## config.mk

```make
export PLATFORM = sky130hd
export DESIGN_NAME = multi_image_reconfig_ctrl
export DESIGN_NICKNAME = d
export VERILOG_FILES = /design/src/rtl/reconfig_pkg.sv /design/src/rtl/sync_2ff.sv /design/src/rtl/multi_image_reconfig_ctrl.sv
export SDC_FILE = /design/constraint.sdc
export NUM_CORES = 1
export LEC_CHECK = 0
export ABC_AREA = 1
export CAP_MARGIN = 40
export CORE_ASPECT_RATIO = 1.75
export CORE_MARGIN = 2
export CORE_UTILIZATION = 55
export CTS_BUF_LIST = sky130_fd_sc_hd__clkbuf_4 sky130_fd_sc_hd__clkbuf_8
export CTS_CLUSTER_DIAMETER = 80
export CTS_CLUSTER_SIZE = 28
export DETAILED_ROUTE_END_ITERATION = 8
export PLACE_DENSITY_LB_ADDON = 0.3
export SLEW_MARGIN = 25
export SYNTH_ARGS = -nofsm -noshare
export SYNTH_HDL_FRONTEND = slang
export SYNTH_SLANG_ARGS = --single-unit
```

## constraint.sdc

```tcl
create_clock -name clk -period 1.8 [get_ports clk]
set_input_delay 0.36 -clock clk [delete_from_list [all_inputs] [get_ports clk]]
set_output_delay 0.36 -clock clk [all_outputs]
set_load 0.02 [all_outputs]
```

## src/rtl/reconfig_pkg.sv

```systemverilog
// Shared types for the multi-image reconfiguration controller:
// FSM state encoding and the err_code values reported to the user.
package reconfig_pkg;

   typedef enum logic [2:0] {
      IDLE,
      SETUP,
      PULSE,
      WAIT,
      FAIL
   } state_t;

   localparam logic [1:0] ERR_NONE    = 2'd0;
   localparam logic [1:0] ERR_INVALID = 2'd1;
   localparam logic [1:0] ERR_TIMEOUT = 2'd2;
   localparam logic [1:0] ERR_FAIL    = 2'd3;

endpackage

```

## src/rtl/sync_2ff.sv

```systemverilog
// Two-flop synchronizer bringing the asynchronous device error flag into clk.
module sync_2ff (
   input  logic clk,
   input  logic rst,
   input  logic d,
   output logic q
);

   logic meta;

   always_ff @(posedge clk) begin
      if (rst) begin
         meta <= 1'b0;
         q    <= 1'b0;
      end else begin
         meta <= d;
         q    <= meta;
      end
   end

endmodule

```

## src/rtl/multi_image_reconfig_ctrl.sv

```systemverilog
// Drives the device reconfiguration pins for a requested image, retrying on
// error and falling back to the golden image before giving up.
module multi_image_reconfig_ctrl
   import reconfig_pkg::*;
#(
   parameter int CBSEL_W      = 2,
   parameter int NUM_IMAGES   = 4,
   parameter int GOLDEN_IMAGE = 0,
   parameter int SETUP_CYC    = 16,
   parameter int PULSE_CYC    = 8,
   parameter int WAIT_CYC     = 1024,
   parameter int MAX_RETRY    = 1,
   parameter int HB_DIV       = 2**24
) (
   input  logic               clk,
   input  logic               rst,
   input  logic               req_valid,
   input  logic [CBSEL_W-1:0] req_image,
   output logic               req_ready,
   input  logic               cfg_ERROR,
   output logic               cfg_ENA,
   output logic [CBSEL_W-1:0] cfg_CBSEL,
   output logic               cfg_CONFIG,
   output logic               cfg_ERROR_port,
   output logic               busy,
   output logic [1:0]         err_code,
   output logic [3:0]         led
);

   localparam int LIM_SP  = (SETUP_CYC > PULSE_CYC) ? SETUP_CYC : PULSE_CYC;
   localparam int LIM_MAX = (LIM_SP > WAIT_CYC) ? LIM_SP : WAIT_CYC;
   localparam int CNT_W   = $clog2(LIM_MAX + 1);
   localparam int RETRY_W = (MAX_RETRY < 1) ? 1 : $clog2(MAX_RETRY + 1);
   localparam int HB_W    = $clog2(HB_DIV + 1);

   localparam logic [CNT_W-1:0]   SETUP_END  = CNT_W'(SETUP_CYC - 1);
   localparam logic [CNT_W-1:0]   PULSE_END  = CNT_W'(PULSE_CYC - 1);
   localparam logic [CNT_W-1:0]   WAIT_END   = CNT_W'(WAIT_CYC - 1);
   localparam logic [RETRY_W-1:0] RETRY_LIM  = RETRY_W'(MAX_RETRY);
   localparam logic [HB_W-1:0]    HB_END     = HB_W'(HB_DIV - 1);
   localparam logic [CBSEL_W-1:0] GOLDEN     = CBSEL_W'(GOLDEN_IMAGE);
   localparam logic [CBSEL_W:0]   NUM_IMG    = (CBSEL_W + 1)'(NUM_IMAGES);

   state_t               state, state_nx;
   logic [CNT_W-1:0]     cnt, cnt_nx;
   logic [RETRY_W-1:0]   retry_cnt, retry_nx;
   logic [CBSEL_W-1:0]   image, image_nx;
   logic                 fallback, fallback_nx;
   logic [1:0]           err_nx;
   logic                 err_sync;
   logic                 fail_led;
   logic [HB_W-1:0]      hb_cnt;
   logic                 hb;

   sync_2ff u_err_sync (
      .clk (clk),
      .rst (rst),
      .d   (cfg_ERROR),
      .q   (err_sync)
   );

   assign cfg_ERROR_port = err_sync;
   assign led            = {hb, fail_led, fallback, busy};

   always_comb begin
      state_nx    = state;
      cnt_nx      = cnt;
      retry_nx    = retry_cnt;
      image_nx    = image;
      fallback_nx = fallback;
      err_nx      = err_code;
      case (state)
         IDLE: begin
            cnt_nx = '0;
            if (req_valid && req_ready) begin
               if ({1'b0, req_image} >= NUM_IMG) begin
                  err_nx = ERR_INVALID;
               end else begin
                  image_nx    = req_image;
                  retry_nx    = '0;
                  fallback_nx = 1'b0;
                  err_nx      = ERR_NONE;
                  state_nx    = SETUP;
               end
            end
         end
         SETUP: begin
            if (cnt == SETUP_END) begin
               cnt_nx   = '0;
               state_nx = PULSE;
            end else begin
               cnt_nx = cnt + 1'b1;
            end
         end
         PULSE: begin
            if (cnt == PULSE_END) begin
               cnt_nx   = '0;
               state_nx = WAIT;
            end else begin
               cnt_nx = cnt + 1'b1;
            end
         end
         WAIT: begin
            // An error seen on the last window cycle still takes priority over timeout
            if (err_sync) begin
               cnt_nx = '0;
               if (retry_cnt < RETRY_LIM) begin
                  retry_nx = retry_cnt + 1'b1;
                  state_nx = SETUP;
               end else if (image != GOLDEN) begin
                  image_nx    = GOLDEN;
                  retry_nx    = '0;
                  fallback_nx = 1'b1;
                  state_nx    = SETUP;
               end else begin
                  err_nx   = ERR_FAIL;
                  state_nx = FAIL;
               end
            end else if (cnt == WAIT_END) begin
               cnt_nx   = '0;
               err_nx   = ERR_TIMEOUT;
               state_nx = IDLE;
            end else begin
               cnt_nx = cnt + 1'b1;
            end
         end
         FAIL: begin
            err_nx = ERR_FAIL;
         end
         default: state_nx = IDLE;
      endcase
   end

   always_ff @(posedge clk) begin
      if (rst) begin
         state      <= IDLE;
         cnt        <= '0;
         retry_cnt  <= '0;
         image      <= GOLDEN;
         fallback   <= 1'b0;
         err_code   <= ERR_NONE;
         cfg_ENA    <= 1'b0;
         cfg_CONFIG <= 1'b0;
         cfg_CBSEL  <= GOLDEN;
         busy       <= 1'b0;
         req_ready  <= 1'b0;
         fail_led   <= 1'b0;
      end else begin
         state      <= state_nx;
         cnt        <= cnt_nx;
         retry_cnt  <= retry_nx;
         image      <= image_nx;
         fallback   <= fallback_nx;
         err_code   <= err_nx;
         cfg_ENA    <= (state_nx inside {SETUP, PULSE, WAIT});
         cfg_CONFIG <= (state_nx == PULSE);
         busy       <= (state_nx inside {SETUP, PULSE, WAIT});
         req_ready  <= (state_nx == IDLE);
         fail_led   <= (state_nx == FAIL);
         // Image select only moves when a new attempt begins
         if (state_nx == SETUP && state != SETUP)
            cfg_CBSEL <= image_nx;
      end
   end

   always_ff @(posedge clk) begin
      if (rst) begin
         hb_cnt <= '0;
         hb     <= 1'b0;
      end else if (hb_cnt == HB_END) begin
         hb_cnt <= '0;
         hb     <= ~hb;
      end else begin
         hb_cnt <= hb_cnt + 1'b1;
      end
   end

endmodule

```

==> results of run 1 <==
what timing repair did:
action | in CTS | in global routing
setup endpoints to repair | 0 | 1
setup buffers | 0 | 0
resized for setup | 0 | 1
hold endpoints to repair | 0 | 0
registers in the layout (all words and copies together), names as in the netlist:
| name | flops |
|---|---|
| u_err_sync.meta | 1 |
| image | 2 |
| cfg_CONFIG | 1 |
| hb | 1 |
| fallback | 1 |
| u_err_sync.q | 1 |
| cnt | 11 |
| req_ready | 1 |
| err_code | 2 |
| retry_cnt | 1 |
| cfg_CBSEL | 2 |
| state | 3 |
| busy | 1 |
| hb_cnt | 25 |
| fail_led | 1 |
report_power, final:
group	leakage (nW)	internal [mW]	switching, mW	total, mW
combinational	0.732	0.0708	0.107	0.178
clock	0.0431	0.298	0.370	0.668
sequential	0.437	1.22	0.0195	1.24
cells by family after synthesis:
| family | after synthesis | share of synthesized area, % |
|---|---|---|
| AOI/OAI and AO/OA | 41 | 7.75 |
| xor gates and xnor gates | 12 | 3.72 |
| adders and majority gates | 2 | 0.886 |
| buffers and inverters | 62 | 9.43 |
| DFF | 54 | 38.3 |
| and+or+nand+nor | 253 | 39.9 |
worst register-to-register path: stages (launching register included):
cell,delay [ns]
sky130_fd_sc_hd__dfxtp_1,0.42
sky130_fd_sc_hd__ha_2,0.26
sky130_fd_sc_hd__nand3_2,0.10
sky130_fd_sc_hd__nor2_1,0.16
sky130_fd_sc_hd__nand2_1,0.08
sky130_fd_sc_hd__nand2_1,0.14
sky130_fd_sc_hd__nand2_1,0.09
sky130_fd_sc_hd__nor2_1,0.13
sky130_fd_sc_hd__nand3_1,0.09
sky130_fd_sc_hd__nor2_1,0.09
Yosys cell counts, types with 2 or more instances:
cell and count:
sky130_fd_sc_hd__a21oi_1 27, sky130_fd_sc_hd__buf_4 5, sky130_fd_sc_hd__buf_6 2, sky130_fd_sc_hd__clkbuf_1 3, sky130_fd_sc_hd__dfxtp_1 54, sky130_fd_sc_hd__ha_1 2
sky130_fd_sc_hd__inv_1 46, sky130_fd_sc_hd__inv_2 5, sky130_fd_sc_hd__nand2_1 121, sky130_fd_sc_hd__nand2_2 5, sky130_fd_sc_hd__nand3_1 23, sky130_fd_sc_hd__nand3_2 3
sky130_fd_sc_hd__nand3b_1 5, sky130_fd_sc_hd__nand4_1 7, sky130_fd_sc_hd__nor2_1 66, sky130_fd_sc_hd__nor2_2 5, sky130_fd_sc_hd__nor3_1 9, sky130_fd_sc_hd__nor3_2 3
sky130_fd_sc_hd__o211ai_1 3, sky130_fd_sc_hd__o21ai_0 8, sky130_fd_sc_hd__or2_2 2, sky130_fd_sc_hd__xnor2_1 6, sky130_fd_sc_hd__xor2_1 6
stage by stage:
| stage | util [%] | total power [mW] | std cells |
|---|---|---|---|
| global route | 62.8 | 2.17 | 497 |
| finish | 62.8 | 2.08 | 497 |
| CTS | 62.8 | 2.11 | 497 |
| floorplan | - | 1.38 | 424 |
| global placement | 61.1 | 1.44 | 491 |
| detailed placement | 61.1 | 1.44 | 491 |
per-layer routing:
metal / global-route usage [%] / up-vias
li1: - / 1372
met1: 24.6 / 1210
met2: 47.6 / 38
met3: 3.02 / 18
met4: 10.9 / 0
met5: 0 / -
final timing paths:
check / start / to / slack (ns) / cells past startpoint
max: busy$_SDFF_PP0_ / busy / 0.11 / 1
min: hb_cnt[24]$_SDFF_PP0_ / hb_cnt[24]$_SDFF_PP0_ / 0.46 / 2
max reg2reg: cnt[0]$_SDFFE_PP0P_ / cfg_CONFIG$_SDFF_PP0_ / 0.18 / 9
min reg2reg: hb_cnt[24]$_SDFF_PP0_ / hb_cnt[24]$_SDFF_PP0_ / 0.46 / 2
area by class of cell:
type | count | area share (%)
clock buffers | 6 | 2.64
inverters | 51 | 6.12
multi-input cells | 308 | 47.3
flip-flops and latches | 54 | 34.6
well taps | 54 | 2.16
repair buffers | 24 | 7.20
cells in the final DEF, fill, tap and decap left out, drive strengths merged, types with 7 or more instances in the layout:
| cell | n |
|---|---|
| clkdlybuf4s50 | 18 |
| nor3 | 13 |
| o21ai | 8 |
| inv | 51 |
| a21oi | 27 |
| nand2 | 127 |
| nor2 | 72 |
| nand3 | 26 |
| dfxtp | 54 |
| nand4 | 7 |
==> tab_implementation.tex, run 1 <==
\begin{tabular}{lr}
\hline
Metric & Value \\
\hline
\multicolumn{2}{l}{\textbf{Clock network}} \\
Level count of the clock H-tree & 2 \\
Clock sink count & 54 \\
CTS tree & done \\
Total clock buffers created by CTS & 5 \\
Post-cts hold buffer count & 0 \\
Clock-pin slew reported for the worst setup and hold paths after clock tree synthesis & 0.09 ns \\
Clock latency reported for the late side of the worst-skew pair & 0.30 ns \\
Root buffer selected by CTS & sky130\_fd\_sc\_hd\_\_clkbuf\_8 \\
Clock tree buffer depth & 2 \\
\multicolumn{2}{l}{\textbf{Synth}} \\
Leading area contributor after synthesis & sky130\_fd\_sc\_hd\_\_dfxtp\_1 \\
Async set-or-reset flop fraction in the synthesized netlist & 0\% \\
Number of register bits inferred by synthesis & 54 \\
Warning count from the yosys run & 0 \\
Largest cells by area after synthesis & sky130\_fd\_sc\_hd\_\_dfxtp\_1 (38\%), sky130\_fd\_sc\_hd\_\_nand2\_1 (16\%), sky130\_fd\_sc\_hd\_\_nor2\_1 (8.8\%) \\
Top cell type's share of synthesized area & 38.3\% \\
Post-synthesis instance area & 2830 sq um \\
Synthesized area divided by synthesized cell count & 6.66 sq um \\
EDFF count, synth & 0 \\
Count of mapped cells out of synthesis & 424 \\
Synth Flop Type & sky130\_fd\_sc\_hd\_\_dfxtp\_1 \\
Post-synthesis net count & 432 \\
Count of distinct cell types in the synthesized netlist & 31 \\
Share of the yosys chip area belonging to registers & 38.3\% \\
\multicolumn{2}{l}{\textbf{Timing}} \\
Ratio of final minimum period to clock period & 93.7\% \\
Max Freq & 0.593 GHz \\
Worst relative slew slack & 72.5\% \\
Least setup slack across all paths after layout & 0.113 ns \\
Final setup vio count & 0 \\
Final Hold Violating Endpoints & 0 \\
Number of pins exceeding their max-slew limit in the final report & 0 \\
Slew at the pin closest to its max-slew limit & 0.410 ns \\
Total Negative Setup Slacks & 0 ns \\
Time the worst path needs with I/O delays and setup & 1.69 ns \\
RSZ-0062 raised after global routing & no \\
Smallest hold slack & 0.460 ns \\
Final worst clock skew & 0.00868 ns \\
\multicolumn{2}{l}{\textbf{Global routing}} \\
Total global-route track usage & 24.5\% \\
Via count of the first global-routing pass & 2,609 \\
First-pass GRT wire length & 11,100 um \\
Antenna violations before repair & 0 \\
Maximum number of pins on one net before global-route repair & 25 \\
Aggregate global routing overflow & 0 \\
\multicolumn{2}{l}{\textbf{Drt}} \\
Via density per instance & 5.31 \\
M1 wire length & 2330 um \\
Routed length on met3 & 134 um \\
DRC violation count after routing & 0 \\
Post-route ant nets & 0 \\
Detailed Routing Iterations Pass 1 & 4 \\
Via count & 2,638 \\
Detail Route met2 WL & 3520 um \\
Uppermost metal layer occupied by signal nets & met4 \\
Total detailed-routing wirelength & 6190 um \\
Average wire length per cell after detail routing & 12.5 um \\
Initial detailed-routing violation count & 122 \\
\multicolumn{2}{l}{\textbf{Power and ir drop}} \\
Static leakage & 1.21 nW \\
Ratio of total power to cell area & 666 nW/um\^{}2 \\
Maximum ir drop on the vdd rail & 0.679 mV \\
\multicolumn{2}{l}{\textbf{Critical path}} \\
Highest cell delay on the worst timing path & 0.63 ns \\
Max Fanout on Critical Path & 3 \\
Critical setup path kind & register to primary output \\
Required arrival time at the worst endpoint & 1.44 ns \\
Critical path launch point type & register \\
Crit path DAT & 1.33 ns \\
CP bufs+invs & 1 \\
CP top delay family & buffers and inverters \\
Sort of element at the end of the critical path & primary output \\
Highest-delay cell along the critical path & sky130\_fd\_sc\_hd\_\_clkdlybuf4s50\_1 \\
Worst-path cell chain & clkdlybuf4s50\_1 \\
\multicolumn{2}{l}{\textbf{Final layout}} \\
Filler cell count in the final layout & 465 \\
Area growth from synthesis to layout & 10.7\% \\
Multi-input gate area & 1480 sq um \\
Layout cells sized above 1 & 9.03\% \\
Combined flip-flop and latch cell area & 1080 sq um \\
Design Area, Final & 3130 sq um \\
Number of diodes & 0 \\
Number of nets in the layout & 452 \\
\multicolumn{2}{l}{\textbf{Floorplanning}} \\
Overall die area & 5750 sq um \\
Effective utilization at floorplan & 56.8\% \\
Number of top-level pins & 19 \\
Standard-cell rows & 34 \\
Height of the die & 98.8 um \\
Core area & 4980 sq um \\
Die width & 58.2 um \\
\multicolumn{2}{l}{\textbf{Place}} \\
Worst slack at placement & 0.135 ns \\
Global placement routability congestion & 0.944 \\
Number of I/O port buffers & 18 \\
Area after detailed placement & 3040 sq um \\
DP Wirelength & 4810 um \\
\multicolumn{2}{l}{\textbf{Run status}} \\
Status & complete, no violations \\
\multicolumn{2}{l}{\textbf{Worst hold path}} \\
Hold WC Path Type & register to register \\
\multicolumn{2}{l}{\textbf{Job}} \\
Number of maximum-capacitance violations & 0 \\
\hline
\end{tabular}
No activity file was read; power rests on OpenSTA's default activity.
==> inputs of run 2 (changes only) <==
--- a/config.mk
+++ b/config.mk
@@ -14,6 +14,7 @@
 export CTS_CLUSTER_DIAMETER = 80
 export CTS_CLUSTER_SIZE = 28
 export DETAILED_ROUTE_END_ITERATION = 8
+export DONT_BUFFER_PORTS = 1
 export PLACE_DENSITY_LB_ADDON = 0.3
 export SLEW_MARGIN = 25
 export SYNTH_ARGS = -nofsm -noshare
==> tab_implementation.tex, run 2 (synthesis results as in run 1) <==
\begin{tabular}{lr}
\hline
Metric & Value \\
\hline
\multicolumn{2}{l}{\textbf{Place}} \\
Number of I/O port buffers & 0 \\
Global placement routability congestion & 0.959 \\
Area after detailed placement & 2860 sq um \\
DP Wirelength & 4900 um \\
Worst slack at placement & 0.151 ns \\
\multicolumn{2}{l}{\textbf{Clock network}} \\
Total of cells resized after clock tree synthesis & 0 \\
Level count of the clock H-tree & 2 \\
Root buffer selected by CTS & sky130\_fd\_sc\_hd\_\_clkbuf\_8 \\
CTS tree & done \\
Clock-pin slew reported for the worst setup and hold paths after clock tree synthesis & 0.10 ns \\
Clock sink count & 54 \\
Total clock buffers created by CTS & 5 \\
Total setup buffers inserted after CTS & 0 \\
Clock latency reported for the late side of the worst-skew pair & 0.31 ns \\
Clock tree buffer depth & 2 \\
Post-cts hold buffer count & 0 \\
\multicolumn{2}{l}{\textbf{Timing}} \\
Least setup slack across all paths after layout & 0.221 ns \\
Final Hold Violating Endpoints & 0 \\
Final setup vio count & 0 \\
Number of pins exceeding their max-slew limit in the final report & 0 \\
Ratio of final minimum period to clock period & 87.7\% \\
Time the worst path needs with I/O delays and setup & 1.58 ns \\
Slew at the pin closest to its max-slew limit & 0.650 ns \\
Final worst clock skew & 0.00833 ns \\
RSZ-0062 raised after global routing & no \\
Worst relative slew slack & 56.6\% \\
Max Freq & 0.633 GHz \\
Total Negative Setup Slacks & 0 ns \\
Smallest hold slack & 0.101 ns \\
\multicolumn{2}{l}{\textbf{Power and ir drop}} \\
Logic gate share of total power & 5.6\% \\
Fraction of power consumed by the clock network & 34.6\% \\
Switching part of the total & 25.0\% \\
Power spent charging and discharging nets & 0.527 mW \\
Reg power frac & 59.8\% \\
Maximum ir drop on the vdd rail & 0.650 mV \\
Static leakage & 1.15 nW \\
Internal Pwr Total & 1.58 mW \\
Total design power & 2.10 mW \\
Ratio of total power to cell area & 707 nW/um\^{}2 \\
\multicolumn{2}{l}{\textbf{Drt}} \\
Detailed Routing Iterations Pass 1 & 6 \\
Post-route ant nets & 0 \\
DRC violation count after routing & 0 \\
Via count & 2,571 \\
Via density per instance & 5.35 \\
Average wire length per cell after detail routing & 12.9 um \\
Initial detailed-routing violation count & 93 \\
Total detailed-routing wirelength & 6210 um \\
\multicolumn{2}{l}{\textbf{Critical path}} \\
Internal reg-to-reg setup slack & 0.22 ns \\
Critical path launch point type & register \\
Max Fanout on Critical Path & 24 \\
Crit path DAT & 1.79 ns \\
Sort of element at the end of the critical path & register \\
Critical setup path kind & register to register \\
Required arrival time at the worst endpoint & 2.01 ns \\
\multicolumn{2}{l}{\textbf{Final layout}} \\
Design Area, Final & 2970 sq um \\
Number of nets in the layout & 434 \\
Commonest cells after routing, fill and taps aside & sky130\_fd\_sc\_hd\_\_nand2\_1 (121), sky130\_fd\_sc\_hd\_\_nor2\_1 (66), sky130\_fd\_sc\_hd\_\_dfxtp\_1 (53) \\
Max reg flops & 25 \\
Top register by number of flip-flops & hb\_cnt \\
Commonest non-fill, non-tap cell in the layout & sky130\_fd\_sc\_hd\_\_nand2\_1 \\
Area growth from synthesis to layout & 5.27\% \\
Layout cells sized above 1 & 10.1\% \\
Registers with the most flip-flops & hb\_cnt: 25 flops, cnt: 11 flops, state: 3 flops \\
Number of diodes & 0 \\
\multicolumn{2}{l}{\textbf{Floorplanning}} \\
Overall die area & 5750 sq um \\
Height of the die & 98.8 um \\
Number of top-level pins & 19 \\
Core area & 4980 sq um \\
Standard-cell rows & 34 \\
Die width & 58.2 um \\
Effective utilization at floorplan & 56.8\% \\
\multicolumn{2}{l}{\textbf{Run status}} \\
Status & complete, no violations \\
\multicolumn{2}{l}{\textbf{Global routing}} \\
Total global-route track usage & 24.4\% \\
Maximum number of pins on one net before global-route repair & 25 \\
Via count of the first global-routing pass & 2,679 \\
Aggregate global routing overflow & 0 \\
First-pass GRT wire length & 11,000 um \\
Antenna violations before repair & 0 \\
\multicolumn{2}{l}{\textbf{Job}} \\
Number of maximum-capacitance violations & 0 \\
\multicolumn{2}{l}{\textbf{Worst hold path}} \\
Hold WC Path Type & input pin to register \\
\hline
\end{tabular}
[run 2: cell count changes in the layout (fill, tap and decap cells not counted), sizes merged]
cell	before	now
inv	51	52
clkinvlp	0	1
clkdlybuf4s50	18	0
[run 2: area by class of cell]
cell class	count	area, sq um
Fill cell	496	2000
Multi-Input combinational cell	308	1490
Sequential cell	54	1080
Inverter	51	191
Clock buffer	6	82.6
Tap cell	54	67.6
Timing Repair Buffer	6	45.0
Clock inverter	2	16.3
[run 2: path summary, 6_finish.rpt]
| check | start | to | cells after the start |
|---|---|---|---|
| min | rst | cnt[5]$_SDFFE_PP0P_ | 1 |
| min reg2reg | hb_cnt[24]$_SDFF_PP0_ | hb_cnt[24]$_SDFF_PP0_ | 2 |
| max | hb_cnt[1]$_SDFF_PP0_ | hb_cnt[13]$_SDFF_PP0_ | 8 |
| max reg2reg | hb_cnt[1]$_SDFF_PP0_ | hb_cnt[13]$_SDFF_PP0_ | 8 |
[run 2: routing by layer]
layer  vias to the layer above  part of all wire [%]  track usage [%]
met5                         -                     0                0
met4                         0                   5.2             13.4
met3                        25                   2.0             3.54
li1                       1333                     -                -
met2                        44                    57             48.7
met1                      1169                    36             21.9
[run 2: worst max-delay path, cell delays in order, from the launching register on]
cell and delay [ns]:
sky130_fd_sc_hd__dfxtp_1 0.36, sky130_fd_sc_hd__ha_1 0.24, sky130_fd_sc_hd__nand3_2 0.15, sky130_fd_sc_hd__inv_2 0.14, sky130_fd_sc_hd__nand2_2 0.10, sky130_fd_sc_hd__nor2_4 0.13
sky130_fd_sc_hd__nand2_2 0.11, sky130_fd_sc_hd__nand2_8 0.17, sky130_fd_sc_hd__nor2_1 0.07
[run 2: power by group through the flow]
stage / sequential, mW / clock (mW) / combinational (mW)
final: 1.26 / 0.727 / 0.117
after global routing: 1.26 / 0.794 / 0.134
after CTS: 1.26 / 0.759 / 0.116
after detailed placement: 1.29 / 0 / 0.115
after global placement: 1.29 / 0 / 0.113
after floorplan: 1.27 / 0 / 0.109
[run 2: stage by stage]
stage	utilization (%)	cells
global route	59.8	481
floorplan	-	424
CTS	59.5	481
detailed placement	57.5	473
global placement	57.5	473
finish	59.8	481
==> inputs of run 3 (changes only) <==
--- a/config.mk
+++ b/config.mk
@@ -16,6 +16,7 @@
 export DETAILED_ROUTE_END_ITERATION = 8
 export DONT_BUFFER_PORTS = 1
 export PLACE_DENSITY_LB_ADDON = 0.3
+export REMOVE_ABC_BUFFERS = 1
 export SLEW_MARGIN = 25
 export SYNTH_ARGS = -nofsm -noshare
 export SYNTH_HDL_FRONTEND = slang
==> tab_implementation.tex, run 3 (synthesis results as in run 1) <==
\begin{tabular}{lr}
\hline
Metric & Value \\
\hline
\multicolumn{2}{l}{\textbf{Final layout}} \\
Commonest cells after routing, fill and taps aside & sky130\_fd\_sc\_hd\_\_nand2\_1 (121), sky130\_fd\_sc\_hd\_\_nor2\_1 (66), sky130\_fd\_sc\_hd\_\_dfxtp\_1 (54) \\
Max reg flops & 25 \\
Area growth from synthesis to layout & 5.54\% \\
Top register by number of flip-flops & hb\_cnt \\
Commonest non-fill, non-tap cell in the layout & sky130\_fd\_sc\_hd\_\_nand2\_1 \\
Number of diodes & 0 \\
Layout cells sized above 1 & 9.84\% \\
Design Area, Final & 2980 sq um \\
Number of nets in the layout & 434 \\
Filler-free cell count of the finished design & 481 \\
Registers with the most flip-flops & hb\_cnt: 25 flops, cnt: 11 flops, state: 3 flops \\
\multicolumn{2}{l}{\textbf{Timing}} \\
RSZ-0062 raised after global routing & no \\
Ratio of final minimum period to clock period & 90.0\% \\
Worst relative slew slack & 62.5\% \\
Least setup slack across all paths after layout & 0.181 ns \\
Number of pins exceeding their max-slew limit in the final report & 0 \\
Final Hold Violating Endpoints & 0 \\
Slew at the pin closest to its max-slew limit & 0.562 ns \\
Final setup vio count & 0 \\
Time the worst path needs with I/O delays and setup & 1.62 ns \\
Smallest hold slack & 0.0924 ns \\
Final worst clock skew & 0.0120 ns \\
Total Negative Setup Slacks & 0 ns \\
Max Freq & 0.618 GHz \\
\multicolumn{2}{l}{\textbf{Place}} \\
Cell Count Post-Placement & 473 \\
Number of I/O port buffers & 0 \\
DP Wirelength & 4760 um \\
Global placement routability congestion & 0.979 \\
Worst slack at placement & 0.177 ns \\
Area after detailed placement & 2860 sq um \\
\multicolumn{2}{l}{\textbf{Drt}} \\
Detailed Routing Iterations Pass 1 & 4 \\
Post-route ant nets & 0 \\
Via count & 2,595 \\
DRC violation count after routing & 0 \\
Average wire length per cell after detail routing & 12.6 um \\
Total detailed-routing wirelength & 6070 um \\
Initial detailed-routing violation count & 123 \\
Via density per instance & 5.40 \\
\multicolumn{2}{l}{\textbf{Clock network}} \\
Clock sink count & 54 \\
Level count of the clock H-tree & 2 \\
Post-cts hold buffer count & 0 \\
CTS tree & done \\
Total clock buffers created by CTS & 5 \\
Clock-pin slew reported for the worst setup and hold paths after clock tree synthesis & 0.11 ns \\
Clock latency reported for the late side of the worst-skew pair & 0.32 ns \\
Root buffer selected by CTS & sky130\_fd\_sc\_hd\_\_clkbuf\_8 \\
Clock tree buffer depth & 2 \\
\multicolumn{2}{l}{\textbf{Critical path}} \\
Worst flop-to-flop path endpoint & cfg\_CONFIG\$\_SDFF\_PP0\_ \\
Internal reg-to-reg setup slack & 0.18 ns \\
Critical path launch point type & register \\
Origin of the critical flop-to-flop path & cnt[0]\$\_SDFFE\_PP0P\_ \\
Critical setup path kind & register to register \\
Path depth of the worst reg2reg path & 9 \\
Crit path DAT & 1.87 ns \\
Sort of element at the end of the critical path & register \\
Max Fanout on Critical Path & 5 \\
Required arrival time at the worst endpoint & 2.05 ns \\
\multicolumn{2}{l}{\textbf{Floorplanning}} \\
Effective utilization at floorplan & 56.8\% \\
Height of the die & 98.8 um \\
Die width & 58.2 um \\
Standard-cell rows & 34 \\
Overall die area & 5750 sq um \\
Core area & 4980 sq um \\
Number of top-level pins & 19 \\
\multicolumn{2}{l}{\textbf{Power and ir drop}} \\
Static leakage & 1.16 nW \\
Ratio of total power to cell area & 744 nW/um\^{}2 \\
Logic gate share of total power & 5.3\% \\
Fraction of power consumed by the clock network & 38.2\% \\
Switching part of the total & 24.3\% \\
Internal Pwr Total & 1.68 mW \\
Power spent charging and discharging nets & 0.539 mW \\
Reg power frac & 56.5\% \\
Maximum ir drop on the vdd rail & 0.621 mV \\
\multicolumn{2}{l}{\textbf{Global routing}} \\
Total global-route track usage & 23.6\% \\
First-pass GRT wire length & 10,600 um \\
Maximum number of pins on one net before global-route repair & 25 \\
Antenna violations before repair & 0 \\
Via count of the first global-routing pass & 2,538 \\
Aggregate global routing overflow & 0 \\
\multicolumn{2}{l}{\textbf{Job}} \\
Number of maximum-capacitance violations & 0 \\
\multicolumn{2}{l}{\textbf{Worst hold path}} \\
Hold WC Path Type & input pin to register \\
Number of cells traversed by the worst hold path & 1 \\
Endpoint of the worst hold-timing path & state[0]\$\_SDFF\_PP0\_ \\
Hold Path Origin & rst \\
\multicolumn{2}{l}{\textbf{Run status}} \\
Status & complete, no violations \\
\hline
\end{tabular}
[run 3: how the worst max path moves through the flow]
stage	endpoint	slack [ns]	cells past startpoint	from
6_report	cfg_CONFIG$_SDFF_PP0_	0.18	9	cnt[0]$_SDFFE_PP0P_
5_1_grt	cfg_CONFIG$_SDFF_PP0_	0.0006	9	cnt[0]$_SDFFE_PP0P_
4_1_cts	cfg_CONFIG$_SDFF_PP0_	0.15	9	cnt[0]$_SDFFE_PP0P_
3_5_place_dp	cnt[0]$_SDFFE_PP0P_	0.18	8	cnt[0]$_SDFFE_PP0P_
3_3_place_gp	cfg_CONFIG$_SDFF_PP0_	0.20	9	cnt[0]$_SDFFE_PP0P_
2_1_floorplan	hb_cnt[10]$_SDFF_PP0_	0.30	8	hb_cnt[0]$_SDFF_PP0_
[run 3: cell type report]
class	count	area [sq um]
clock buffers	5	68.8
multi-input cells	308	1480
fillers	492	2000
well taps	54	67.6
flip-flops and latches	54	1080
clock inverters	3	47.5
repair buffers	6	45.0
inverters	51	191
[run 3: per-layer routing]
layer | vias up | routed length [um] | GRT usage [%]
li1 | 1329 | - | -
met1 | 1179 | 2160 | 21.8
met2 | 60 | 3390 | 44.8
met3 | 27 | 179 | 3.54
met4 | 0 | 346 | 15.9
met5 | - | 0 | 0
[run 3: critical path, stage by stage, from the launching register on]
cell,delay [ns]
sky130_fd_sc_hd__dfxtp_1,0.41
sky130_fd_sc_hd__ha_2,0.25
sky130_fd_sc_hd__nand3_2,0.10
sky130_fd_sc_hd__nor2_1,0.16
sky130_fd_sc_hd__nand2_1,0.09
sky130_fd_sc_hd__nand2_1,0.15
sky130_fd_sc_hd__nand2_1,0.07
sky130_fd_sc_hd__nor2_1,0.14
sky130_fd_sc_hd__nand3_1,0.09
sky130_fd_sc_hd__nor2_1,0.11
[run 3: repair_timing]
action / CTS / global route
setup endpoints to repair: 0 / 1
resized for setup: 0 / 1
setup buffers: 0 / 0
[run 3: stage by stage]
step | power [mW] | util [%]
floorplan | 1.37 | -
global placement | 1.40 | 57.5
detailed placement | 1.40 | 57.5
CTS | 2.24 | 59.9
global route | 2.32 | 59.9
finish | 2.22 | 59.9
[run 3: power by group through the flow]
stage	logic (mW)	registers [mW]	clock network (mW)
after global routing	0.136	1.26	0.927
after floorplan	0.0835	1.28	0
after CTS	0.118	1.25	0.865
final	0.118	1.25	0.848
after global placement	0.114	1.28	0
after detailed placement	0.117	1.28	0
